[src/rtl/fx_pkg.sv]
// fx_pkg: shared mode/state encodings for the effect sequencer
package fx_pkg;
    localparam logic [1:0] MODE_UP       = 2'd0;
    localparam logic [1:0] MODE_DOWN     = 2'd1;
    localparam logic [1:0] MODE_PINGPONG = 2'd2;
    localparam logic [1:0] MODE_HOLD     = 2'd3;
    localparam logic [1:0] S_UP          = 2'd0;
    localparam logic [1:0] S_DOWN        = 2'd1;
    localparam logic [1:0] S_BLANK       = 2'd2;
    localparam logic [2:0] STEP_MAX      = 3'd7;
endpackage

[src/rtl/fx_prescaler.sv]
// fx_prescaler: programmable-rate tick generator, period 2^(BASE_SHIFT+i_speed) cycles
module fx_prescaler #(
    parameter int BASE_SHIFT = 4,
    parameter int PRESC_W    = BASE_SHIFT + 7
) (
    input  logic       i_clk,
    input  logic       i_rst_n,
    input  logic [2:0] i_speed,
    output logic       tick_int
);
    logic [PRESC_W-1:0] cnt;
    logic [PRESC_W-1:0] limit;
    assign limit    = (PRESC_W'(1) << (BASE_SHIFT + int'(i_speed))) - PRESC_W'(1);
    assign tick_int = cnt >= limit;
    always_ff @(posedge i_clk) cnt <= (!i_rst_n || tick_int) ? '0 : cnt + PRESC_W'(1);
endmodule

[src/rtl/fx_sequencer.sv]
// fx_sequencer: step index engine with pause/manual step and blanked effect switching
module fx_sequencer
    import fx_pkg::*;
#(
    parameter int BASE_SHIFT = 4,
    parameter int PRESC_W    = BASE_SHIFT + 7
) (
    input  logic       i_clk,
    input  logic       i_rst_n,
    input  logic [2:0] i_speed,
    input  logic [1:0] i_mode,
    input  logic       i_pause,
    input  logic       i_step,
    input  logic [1:0] i_fx_req,
    output logic [2:0] o_count,
    output logic [1:0] o_fx_sel,
    output logic       o_blank,
    output logic       o_tick
);
    logic       tick_int;
    logic       step_prev;
    logic       adv;
    logic       pending;
    logic [1:0] state;
    logic [1:0] next_state;
    logic [2:0] next_count;
    fx_prescaler #(.BASE_SHIFT(BASE_SHIFT), .PRESC_W(PRESC_W)) u_presc (
        .i_clk   (i_clk),
        .i_rst_n (i_rst_n),
        .i_speed (i_speed),
        .tick_int(tick_int)
    );
    assign adv     = (tick_int & ~i_pause) | (i_pause & i_step & ~step_prev);
    assign pending = i_fx_req != o_fx_sel;
    always_comb begin
        next_count = i_mode == MODE_UP   ? o_count + 3'd1 :
                     i_mode == MODE_DOWN ? o_count - 3'd1 :
                     i_mode == MODE_HOLD ? o_count :
                     state == S_UP       ? (o_count == STEP_MAX ? STEP_MAX - 3'd1 : o_count + 3'd1) :
                                           (o_count == 3'd0 ? 3'd1 : o_count - 3'd1);
        next_state = i_mode == MODE_UP   ? S_UP :
                     i_mode == MODE_DOWN ? S_DOWN :
                     i_mode == MODE_HOLD ? state :
                     state == S_UP       ? (o_count == STEP_MAX ? S_DOWN : S_UP) :
                                           (o_count == 3'd0 ? S_UP : S_DOWN);
    end
    always_ff @(posedge i_clk) begin
        if (!i_rst_n) begin
            o_count   <= '0;
            o_fx_sel  <= '0;
            o_blank   <= 1'b0;
            o_tick    <= 1'b0;
            step_prev <= 1'b0;
            state     <= S_UP;
        end else begin
            step_prev <= i_step;
            o_tick    <= adv;
            if (adv && pending) begin
                o_fx_sel <= i_fx_req;
                o_blank  <= 1'b1;
                o_count  <= '0;
                state    <= S_BLANK;
            end else if (adv && state == S_BLANK) begin
                o_blank <= 1'b0;
                o_count <= i_mode == MODE_DOWN ? STEP_MAX : 3'd0;
                state   <= i_mode == MODE_DOWN ? S_DOWN : S_UP;
            end else if (adv) begin
                o_count <= next_count;
                state   <= next_state;
            end
        end
    end
endmodule

[config.mk]
export PLATFORM = sky130hd
export DESIGN_NAME = fx_sequencer
export DESIGN_NICKNAME = d
export VERILOG_FILES = /design/src/rtl/fx_pkg.sv /design/src/rtl/fx_prescaler.sv /design/src/rtl/fx_sequencer.sv
export SDC_FILE = /design/constraint.sdc
export NUM_CORES = 1
export LEC_CHECK = 0
export ABC_AREA = 1
export BUFFER_PORTS_ARGS = -buffer_cell sky130_fd_sc_hd__buf_2
export CAP_MARGIN = 10
export CORE_MARGIN = 5
export CORE_UTILIZATION = 60
export CTS_BUF_LIST = sky130_fd_sc_hd__clkbuf_4
export DETAILED_ROUTE_END_ITERATION = 16
export PLACE_DENSITY_LB_ADDON = 0.25
export SLEW_MARGIN = 15
export SYNTH_ARGS = -nofsm -noshare
export SYNTH_HDL_FRONTEND = slang
export SYNTH_SLANG_ARGS = --single-unit
export TNS_END_PERCENT = 100
[constraint.sdc]
create_clock -name i_clk -period 2.41 [get_ports i_clk]
set_clock_uncertainty 0.15 [all_clocks]
set_input_delay 0 -clock i_clk [delete_from_list [all_inputs] [get_ports i_clk]]
set_output_delay 0 -clock i_clk [all_outputs]
set_load 0.02 [all_outputs]
Yosys cells after proc, flatten, opt, wreduce, memory -nomap -nowiden
Cells that the tools add are included.

storage, ports and cells
  word-level logic and storage cells = 63
  input bits = 11
  register bits = 21
  output and inout bits = 7

cells by class
  order comparisons = 1
  bitwise operators = 7
  add/subtract/negate cells = 5
  shift-type cells = 1
  eq/ne operators = 7
  reduce and logical (&&, ||, !) cells = 13
  muxes and demuxes = 21

operators by type and width
  cell                                                                      count
  1-bit by 32-bit left shift with 11-bit output (first input constant)      1
  3-bit two-way mux                                                         9
  2-bit two-way mux                                                         6
  11-bit by 1-bit adder with 11-bit output (second input constant)          1
  11-bit >= comparator                                                      1
  11-bit by 2-bit subtractor with 11-bit output (second input constant)     1
  1-bit two-way mux                                                         6
  5-bit by 2-bit inequality test with 1-bit output (second input constant)  1
  3-bit by 3-bit adder with 4-bit output (first input constant)             1
  2-bit equality test (second input constant)                               2
  2-bit zero test                                                           2
  4-bit by 2-bit inequality test with 1-bit output (second input constant)  1
  2-bit AND reduction                                                       2
  2-bit nonzero test                                                        2
  3-bit by 1-bit adder with 3-bit output (second input constant)            1
  1-bit bitwise AND                                                         3
  3-bit equality test (second input constant)                               1
  3-bit zero test                                                           1
  1-bit inverter                                                            3
  3-bit nonzero test                                                        1
  3-bit by 1-bit subtractor with 3-bit output (second input constant)       1
  2-bit by 1-bit equality test with 1-bit output (second input constant)    1
  1-bit logical AND                                                         2
  2-bit inequality test                                                     1
  other kinds (4)                                                           4

Longest topological paths before layout
Gate-level depths: netlist of the first run.

  word-level depth = 9
  depth in mapped cells = 15
  depth with buffers taken out = 15

By module
Synthesis of the first run repeated with hierarchy kept, for this count alone.

unflattened totals
  cell total of the unflattened synthesis = 213
  area total of the unflattened synthesis = 1,477.7 um^2

by module, submodules not included
  module        times used  cells each  area an instance (um^2)  sequential area each (um^2)
  fx_prescaler  1           112         805.8                    220.2
  fx_sequencer  1           101         671.9                    200.2

Worst setup path after synthesis of the first run
Ideal clock, no wire load.

  path type = register to register
  from = register u_presc.cnt[6]
  to = register u_presc.cnt[10]
  setup slack = 0.681 ns
  data arrival time = 1.509 ns
  buffers on the path = 1
  stages on the path, launching flop included = 11
  data required time = 2.190 ns
  period minus slack after synthesis = 1.729 ns
  cell sequence = dfxtp_1 ha_1 nand2_1 inv_1 nand2_1 nand2_1 nand2_1 nand4_2 or2_1 buf_2 a21oi_1

on the way
  cells in the longest elaborated chain, start to end = 2
  elaborated cells between the ends (all ways) = 3
  those cells by class = 1 x add/sub; 1 x order compare; 1 x reduce/logical

ends and longest elaborated chain
  item                    RTL line            source
  start, declared         fx_prescaler.sv:11  logic [PRESC_W-1:0] cnt;
  start signal, assigned  fx_prescaler.sv:15  always_ff @(posedge i_clk) cnt <= (!i_rst_n || tick_int) ? '0 : cnt + PRESC_W'(1);
  11-bit >= comparator    fx_prescaler.sv:14  assign tick_int = cnt >= limit;
  1-bit logical OR        fx_prescaler.sv:15

Parallel ways exist; a longest one is shown, timed or not.
A chain may end at the register's enable or synchronous reset.

Worst setup path after layout of the first run
  from = register u_presc.cnt[9]
  to = register o_fx_sel[0]

on the way
  cells in the longest elaborated chain, start to end = 4

ends and longest elaborated chain
  item                  RTL line            source
  11-bit >= comparator  fx_prescaler.sv:14
  1-bit bitwise AND     fx_sequencer.sv:33  assign adv = (tick_int & ~i_pause) | (i_pause & i_step & ~step_prev);
  1-bit OR              fx_sequencer.sv:33
  1-bit logical AND     fx_sequencer.sv:58  if (adv && pending) begin
  end signal, assigned  fx_sequencer.sv:59  o_fx_sel <= i_fx_req;
  end, declared         fx_sequencer.sv:16  output logic [1:0] o_fx_sel,

No other way between the ends.

==> metrics, run 1 <==
setup_tns 0 ns; Area growth, synth to finish 19.0%; #FFs+latches synth 21; DRT Pass-1 Iters 5; Hold Worst Slack 0.0311 ns; sequential power share 53.1%; Post-Layout Cell Count 264; clock network latency to the later pin of the worst-skew pair 0.30 ns; maxcap violations 0; Clk pwr share 24.2%; M1 WL 1500 µm; DR WL/cell 13.1 µm; drt via density 5.35; status completed; die area 3520 µm²; Port-buffer cells 17; Yosys warnings 0; maximum fanout along the worst path 4; Synth Cell Area 1460 µm²; GRT Total Usage 21.6%; CP Cell Sequence ha_1 -> nand2_1 -> inv_2 -> a21oi_2 -> nand4_2 -> nand2_4 -> a21oi_4 -> nand2_1 -> o21ai_1 -> dlygate4sd3_1; pre-CTS WS 0.406 ns; # clock sinks 21; Top Layer Used met4; I/O pin count 18; die extent in y 59.4 µm; Max Freq 427 MHz; 1st-iter DRT viols 50; met2 WL 1720 µm; post-route clock period utilization 97.2%; diode count 0; worst setup margin 0.0683 ns; Worst-path clk slew 0.12 ns; dominant cell type by area after synthesis dfxtp_1; Netlist cell types 29; CTS root buf clkbuf_4; Num CTS Buffers 3; synthesized area per cell 7.16 µm²; first-pass GRT wire length 5830 µm; Met3 Wirelength 150 µm; Sw Pwr 0.219 mW; Max Buffers Root-to-Sink 2; sequential area share after synthesis 28.8%; Clock H-tree levels 1; Most common cell on crit path nand2_1; Fin. Hold Viols 0; routed vias 1412; DP HPWL 2330 µm; internal power 0.487 mW; dpl cells 249; Final min period 2.34 ns; share of post-route cells with drive strength above 1 18.2%; core box area 2280 µm²; Final ANT Viol Nets 0; row cnt 17; slowest stage delay, CP 0.57 ns; critical path data required time 2.46 ns; vias in the first global route 1350; Routed WL 3460 µm; largest net degree at the start of global routing 13; WP data arrival 2.39 ns; Net count, final 265; Sw Ratio 31.0%; Pleak 0.844 nW; top cells by area, synth dfxtp_1 (29%), ha_1 (15%), nand2_1 (12%); Final setup viols 0; gr ovfl total 0; initial core utilization 64.2%; Worst R2R Setup Slack 0.07 ns; critical path class reg2reg; combinational power share 22.7%; Chip Width 59.4 µm; routability cong. 0.847; DRC viols 0; initial antenna violation count 0; worst hold path type in2reg; maximum vdd drop 0.349 mV; Slew Limit Fails 0; post-synthesis cell count 204; CP endpoint kind flip-flop; CTS tree built; slowest cell on the critical path dlygate4sd3_1; pwr dens 406 nW/µm²; Startpoint Class flip-flop; top cell type's share of synthesized area 28.8%
[final cells by class]
cell class,instances,area [µm²]
timing repair buffer,28,193
tap,28,35.0
fill,160,537
multi-input combinational,154,953
clock buffer,3,22.5
sequential,21,422
inverter,29,109
clock inverter,1,5.00
[repair_timing]
item	4_1_cts	5_1_grt
hold endpoints to repair	7	0
buffers inserted	0	1
hold buffers	10	0
resized for setup	0	4
endpoints found under the setup margin	0	2
[cells in the mapped netlist, drive strengths merged]
master   n
nand2   49
inv     29
nor2    29
dfxtp   21
a21oi   17
ha      17
nand3   13
o21ai    7
or2      5
xnor2    4
o211ai   3
nor3     2
xor2     2
a31oi    1
buf      1
conb     1
nand3b   1
nand4    1
nor3b    1
[state kept, by name (all words and copies together), names as in the netlist]
| signal | count |
|---|---|
| o_fx_sel | 2 |
| o_count | 3 |
| o_tick | 1 |
| u_presc.cnt | 11 |
| step_prev | 1 |
| o_blank | 1 |
| state | 2 |
[power groups by stage]
stage,registers [mW],logic [mW],clock network [mW]
after detailed placement,0.383,0.139,0
after floorplan,0.388,0.0931,0
after global routing,0.377,0.181,0.198
after global placement,0.381,0.134,0
after CTS,0.375,0.152,0.174
final,0.375,0.160,0.171
[kinds of logic after synthesis]
family	after synthesis	share of synthesized area, %
flops	21	28.8
other cells	1	0.257
buf+inv	30	7.79
compound gates	28	12.0
simple gates	101	33.0
fa+ha+maj	17	14.6
xor+xnor	6	3.60
[cell usage in the layout, fill, tap and decap left out, types with 2 or more instances in the layout]
cell type       n
nand2_4         2
nand2_1        46
a21oi_1        12
a21oi_2         3
nor2_2          3
inv_1          28
xnor2_1         4
conb_1          2
ha_1           16
nor3_2          2
nand3_1        11
or2_2           2
buf_2          17
clkbuf_4        3
a21oi_4         2
o211ai_1        3
o21ai_0         5
nand3_2         2
o21ai_1         2
xor2_1          2
or2_0           2
dlygate4sd3_1  10
nor2_1         26
dfxtp_1        20
[routing by layer]
metal  global-route usage (%)  up-vias
met5                        0        -
met4                     7.12        0
met3                     4.58       12
met2                     36.3       44
met1                     27.2      644
li1                         -      712
[final timing paths]
kind / startpoint / cells past startpoint / end
worst min register to register: o_blank / 2 / o_blank
worst max-delay path: u_presc.cnt[9] / 10 / o_fx_sel[0]
worst min-delay path: i_mode[1] / 5 / state[0]
worst max register to register: u_presc.cnt[9] / 10 / o_fx_sel[0]
[through the flow]
step / power, mW / area, µm² / util, %
after CTS: 0.700 / 1710 / 75.0
after detailed placement: 0.522 / 1580 / 69.4
after floorplan: 0.481 / 1470 / -
after global placement: 0.515 / 1580 / 69.4
final: 0.706 / 1740 / 76.4
after global routing: 0.756 / 1740 / 76.4
[critical path: cells and delay by family, from the launching register on]
| family | cells | cell delay [ns] |
|---|---|---|
| buf+inv | 2 | 0.62 |
| flops | 1 | 0.36 |
| simple gates | 4 | 0.52 |
| compound gates | 3 | 0.27 |
| fa+ha+maj | 1 | 0.31 |
Power figures use the tool's default switching activity.
==> inputs of run 2 (changes only) <==
--- a/config.mk
+++ b/config.mk
@@ -12,6 +12,7 @@
 export CORE_UTILIZATION = 60
 export CTS_BUF_LIST = sky130_fd_sc_hd__clkbuf_4
 export DETAILED_ROUTE_END_ITERATION = 16
+export GPL_TIMING_DRIVEN = 0
 export PLACE_DENSITY_LB_ADDON = 0.25
 export SLEW_MARGIN = 15
 export SYNTH_ARGS = -nofsm -noshare
==> run 2 against run 1 <==
Compared with the run above:
- combinational power rose by 2%
- largest power group unchanged
- largest cell class unchanged
- first-iteration DRC count rose by 28%
- utilization rose by 2.2 points
- non-clock buffer count rose by 2
==> metrics, run 2 (synthesized netlist as in run 1, its figures left out) <==
CTS root buf clkbuf_4; DRT Pass-1 Iters 4; clock network latency to the later pin of the worst-skew pair 0.31 ns; Area after DPL 1590 µm²; Final min period 2.31 ns; Port-buffer cells 17; share of post-route cells with drive strength above 1 22.3%; worst path bufs/invs 1; initial antenna violation count 0; 1st-iter DRT viols 64; core box area 2280 µm²; critical path class reg2reg; diode count 0; row cnt 17; Routed WL 3340 µm; max reg flops 11; Final ANT Viol Nets 0; slowest cell on the critical path dlygate4sd3_1; pwr dens 399 nW/µm²; Worst-path clk slew 0.12 ns; critical path data required time 2.47 ns; Fin. Hold Viols 0; post-route clock period utilization 96.0%; Pleak 0.856 nW; Num CTS Buffers 3; slowest stage delay, CP 0.57 ns; most common cell after layout, fill and taps aside nand2_1; Max Freq 432 MHz; vias in the first global route 1327; status completed; maxcap violations 0; kind of cell adding the most delay to the critical path buffers and inverters; Pwr Total 0.714 mW; die extent in y 59.4 µm; # clock sinks 21; first-pass GRT wire length 5690 µm; CTS tree built; DRC viols 0; I/O pin count 18; Max Buffers Root-to-Sink 2; routed vias 1363; GRT Total Usage 20.8%; drt via density 5.12; largest net degree at the start of global routing 13; Net count, final 267; Top reg by flops u_presc.cnt; Most common cell on crit path nand2_1; most frequent cells in the layout nand2_1 (44), inv_1 (28), nor2_1 (26); gr ovfl total 0; largest registers u_presc.cnt (11), o_count (3); maximum vdd drop 0.369 mV; Area growth, synth to finish 22.4%; Slew Limit Fails 0; maximum fanout along the worst path 4; routability cong. 0.858; Chip Width 59.4 µm; worst hold path type in2reg; WP data arrival 2.38 ns; die area 3520 µm²; Startpoint Class flip-flop; CP endpoint kind flip-flop; DP HPWL 2260 µm; Clock H-tree levels 1; initial core utilization 64.2%; Final setup viols 0; CP Cell Sequence ha_4 -> nand2_1 -> nand2_1 -> a21oi_2 -> nand4_2 -> nand2_4 -> a21oi_4 -> nand2_1 -> o21ai_1 -> dlygate4sd3_1; final instance area 1790 µm²; DR WL/cell 12.6 µm
==> run 2: worst register-to-register path, delay by kind of cell (launching register included) <==
kind                       cells  cell delay, ns
DFF                            1            0.43
AOI/OAI and AO/OA              3            0.31
buffers and inverters          1            0.57
and+or+nand+nor                5            0.53
adders and majority gates      1            0.24
==> run 2: metrics by stage <==
stage	worst slack, ns	instances	util (%)	hold WS, ns	TNS, ns
5_1_grt	-0.0163	266	78.6	0.0397	-0.0163
2_1_floorplan	0.681	205	-	-0.0565	0
6_report	0.0970	266	78.6	0.0301	0
4_1_cts	0.106	264	75.3	0.0119	0
3_5_place_dp	0.399	250	69.7	0.0631	0
3_3_place_gp	0.469	250	69.7	0.0429	0
==> run 2: what timing repair did <==
action | in CTS | in global routing
setup endpoints to repair | 0 | 2
setup buffers | 0 | 2
endpoints found under the hold margin | 7 | 0
resized for setup | 0 | 13
hold buffers | 10 | 0
==> run 2: cell type report <==
class	instances	area, µm²
Timing Repair Buffer	29	200
Buffer	1	5.00
Clock inverter	1	5.00
Sequential cell	21	429
Multi-Input combinational cell	154	983
Tap cell	28	35.0
Inverter	29	109
Fill cell	158	487
Clock buffer	3	22.5
==> run 2: final timing paths <==
path,start,endpoint,slack (ns),cells after the start
worst max-delay path,u_presc.cnt[8],o_fx_sel[1],0.1,10
worst min-delay path,i_mode[1],state[0],0.03,5
worst max register to register,u_presc.cnt[8],o_fx_sel[1],0.1,10
worst min register to register,o_blank,o_blank,0.32,2
==> run 2: layer usage <==
layer | routed length [µm] | global-route usage (%) | vias up
li1 | - | - | 718
met1 | 1530 | 25.8 | 610
met2 | 1660 | 35.7 | 29
met3 | 112 | 3.92 | 6
met4 | 39 | 7.12 | 0
met5 | 0 | 0 | -
==> run 2: report_power, final <==
group	leakage (nW)	switching (mW)	total, mW	internal, mW
registers	0.174	0.0132	0.373	0.360
clock network	0.0177	0.115	0.177	0.0620
logic	0.665	0.0978	0.164	0.0659
total	0.856	0.226	0.714	0.488
==> inputs of run 3 (changes only) <==
--- a/config.mk
+++ b/config.mk
@@ -8,7 +8,6 @@
 export ABC_AREA = 1
 export BUFFER_PORTS_ARGS = -buffer_cell sky130_fd_sc_hd__buf_2
 export CAP_MARGIN = 10
-export CORE_MARGIN = 5
 export CORE_UTILIZATION = 60
 export CTS_BUF_LIST = sky130_fd_sc_hd__clkbuf_4
 export DETAILED_ROUTE_END_ITERATION = 16
==> run 3 against run 2 <==
Compared with the run above:
- cell count down 2.6%
- register-to-register slack better by 0.38 ns
- critical path type unchanged
- highest routed layer unchanged
- clock-buffer cell count unchanged
- routed wire length down 17%
- largest power group unchanged
- non-clock buffer count down 7
- clock power down 6%
- sequential share of layout area up 1.3 points
- global-route usage up 1.7 points
- first-iteration DRC count down 58%
==> metrics, run 3 (synthesized netlist as in run 1, its figures left out) <==
Clk pwr share 24.1%; pre-CTS WS 0.359 ns; Startpoint Class flip-flop; I/O pin count 18; die area 2640 µm²; Sw Pwr 0.207 mW; first-pass GRT wire length 4570 µm; largest net degree at the start of global routing 13; Resize count post-CTS 0; Slew Limit Fails 0; initial antenna violation count 0; drt via density 5.16; CTS tree built; CTS root buf clkbuf_4; Max Freq 516 MHz; most common cell after layout, fill and taps aside nand2_1; row cnt 17; Max Buffers Root-to-Sink 2; R2R depth 10; # fillers 192; diode count 0; DRT Pass-1 Iters 4; Area after DPL 1590 µm²; final instance area 1660 µm²; status completed; critical path class reg2reg; worst hold path type in2reg; most frequent cells in the layout nand2_1 (46), inv_1 (28), nor2_1 (27); Chip Width 51.4 µm; RSZ-0062 raised after global routing no; Final setup viols 0; # clock sinks 21; max reg flops 11; initial core utilization 64.8%; hold_buf cts 5; maximum fanout along the worst path 10; routed vias 1336; Pleak 0.816 nW; Port-buffer cells 17; Routed WL 2770 µm; Hold Path Stages 5; Hold Worst Slack 0.0207 ns; Top reg by flops u_presc.cnt; gr ovfl total 0; Net count, final 260; Fin. Hold Viols 0; WP data arrival 2.03 ns; GRT Total Usage 22.6%; Final ANT Viol Nets 0; routability cong. 0.814; Post-CTS Setup Inserts 0; hold path start i_mode[1]; post-route clock period utilization 80.4%; combinational power share 21.3%; Num CTS Buffers 3; worst reg2reg path endpoint state[0]; core box area 2250 µm²; internal power 0.481 mW; vias in the first global route 1202; pwr dens 414 nW/µm²; critical path data required time 2.50 ns; clock network latency to the later pin of the worst-skew pair 0.29 ns; DP HPWL 2240 µm; largest registers u_presc.cnt (11), o_count (3); sequential power share 54.6%; Sw Ratio 30.1%; Worst-path clk slew 0.11 ns; worst setup margin 0.472 ns; Worst R2R Setup Slack 0.47 ns; maximum vdd drop 0.290 mV; Reg2Reg Launch Point u_presc.cnt[10]; WHS Endpoint state[0]; Area growth, synth to finish 13.8%; die extent in y 51.4 µm; final core occ 73.8%; 1st-iter DRT viols 27; CP endpoint kind flip-flop; Final min period 1.94 ns; DR WL/cell 10.7 µm; share of post-route cells with drive strength above 1 17.3%; Clock H-tree levels 1; DRC viols 0; maxcap violations 0; setup_tns 0 ns
==> run 3: cell count changes in the layout (fill, tap and decap cells not counted) <==
cell	previous run	this run
dfxtp_1	16	21
ha_1	14	17
a21oi_2	3	4
buf_4	2	0
nand2_2	2	0
dfxtp_2	4	0
nand2_1	44	46
a21oi_4	2	1
nor2_2	3	2
dfxtp_4	1	0
nor2_1	26	27
ha_4	3	0
dlygate4sd3_1	10	5
==> run 3: power by group through the flow <==
stage	clock (mW)	combinational (mW)	sequential, mW
CTS	0.172	0.146	0.375
global route	0.189	0.165	0.378
floorplan	0	0.0931	0.388
finish	0.166	0.146	0.375
detailed placement	0	0.139	0.383
global placement	0	0.133	0.381
==> run 3: layout make-up <==
cell class              count  area [µm²]  share of cell area (%)
multi-input cells         154         931                    56.0
repair buffers             22         135                    8.13
flip-flops and latches     21         420                    25.3
clock inverters             1        5.00                   0.301
inverters                  29         109                    6.55
clock buffers               3        22.5                    1.35
plain buffers               1        5.00                   0.301
well taps                  28        35.0                    2.11
==> run 3: per-layer routing <==
layer / up-vias / GRT usage (%) / wire length, µm
li1: 708 / - / -
met4: 0 / 8.11 / 21
met5: - / 0 / 0
met1: 598 / 24.2 / 1220
met2: 28 / 43.2 / 1430
met3: 2 / 4.17 / 89
==> run 3: worst max path at each step <==
stage / from / to / slack [ns] / cells after the start
2_1_floorplan: u_presc.cnt[6] / u_presc.cnt[10] / 0.68 / 10
3_3_place_gp: i_speed[1] / o_count[2] / 0.46 / 13
3_5_place_dp: i_speed[1] / state[0] / 0.36 / 13
4_1_cts: u_presc.cnt[10] / state[0] / 0.46 / 10
5_1_grt: u_presc.cnt[10] / o_count[2] / 0.29 / 10
6_report: u_presc.cnt[10] / state[0] / 0.47 / 10
==> run 3: critical path: stages, from the launching register on <==
cell and delay (ns):
dfxtp_1 0.34, ha_1 0.31, nand2_1 0.14, inv_2 0.05
a21oi_2 0.14, nand4_2 0.15, nand2_4 0.14, nand2_8 0.09
a21oi_4 0.18, nand2_1 0.07, nor2_1 0.11
==> run 3: stage by stage <==
step,instances,total power [mW]
floorplan,205,0.481
global placement,250,0.514
detailed placement,250,0.522
CTS,259,0.693
global route,259,0.731
finish,259,0.688
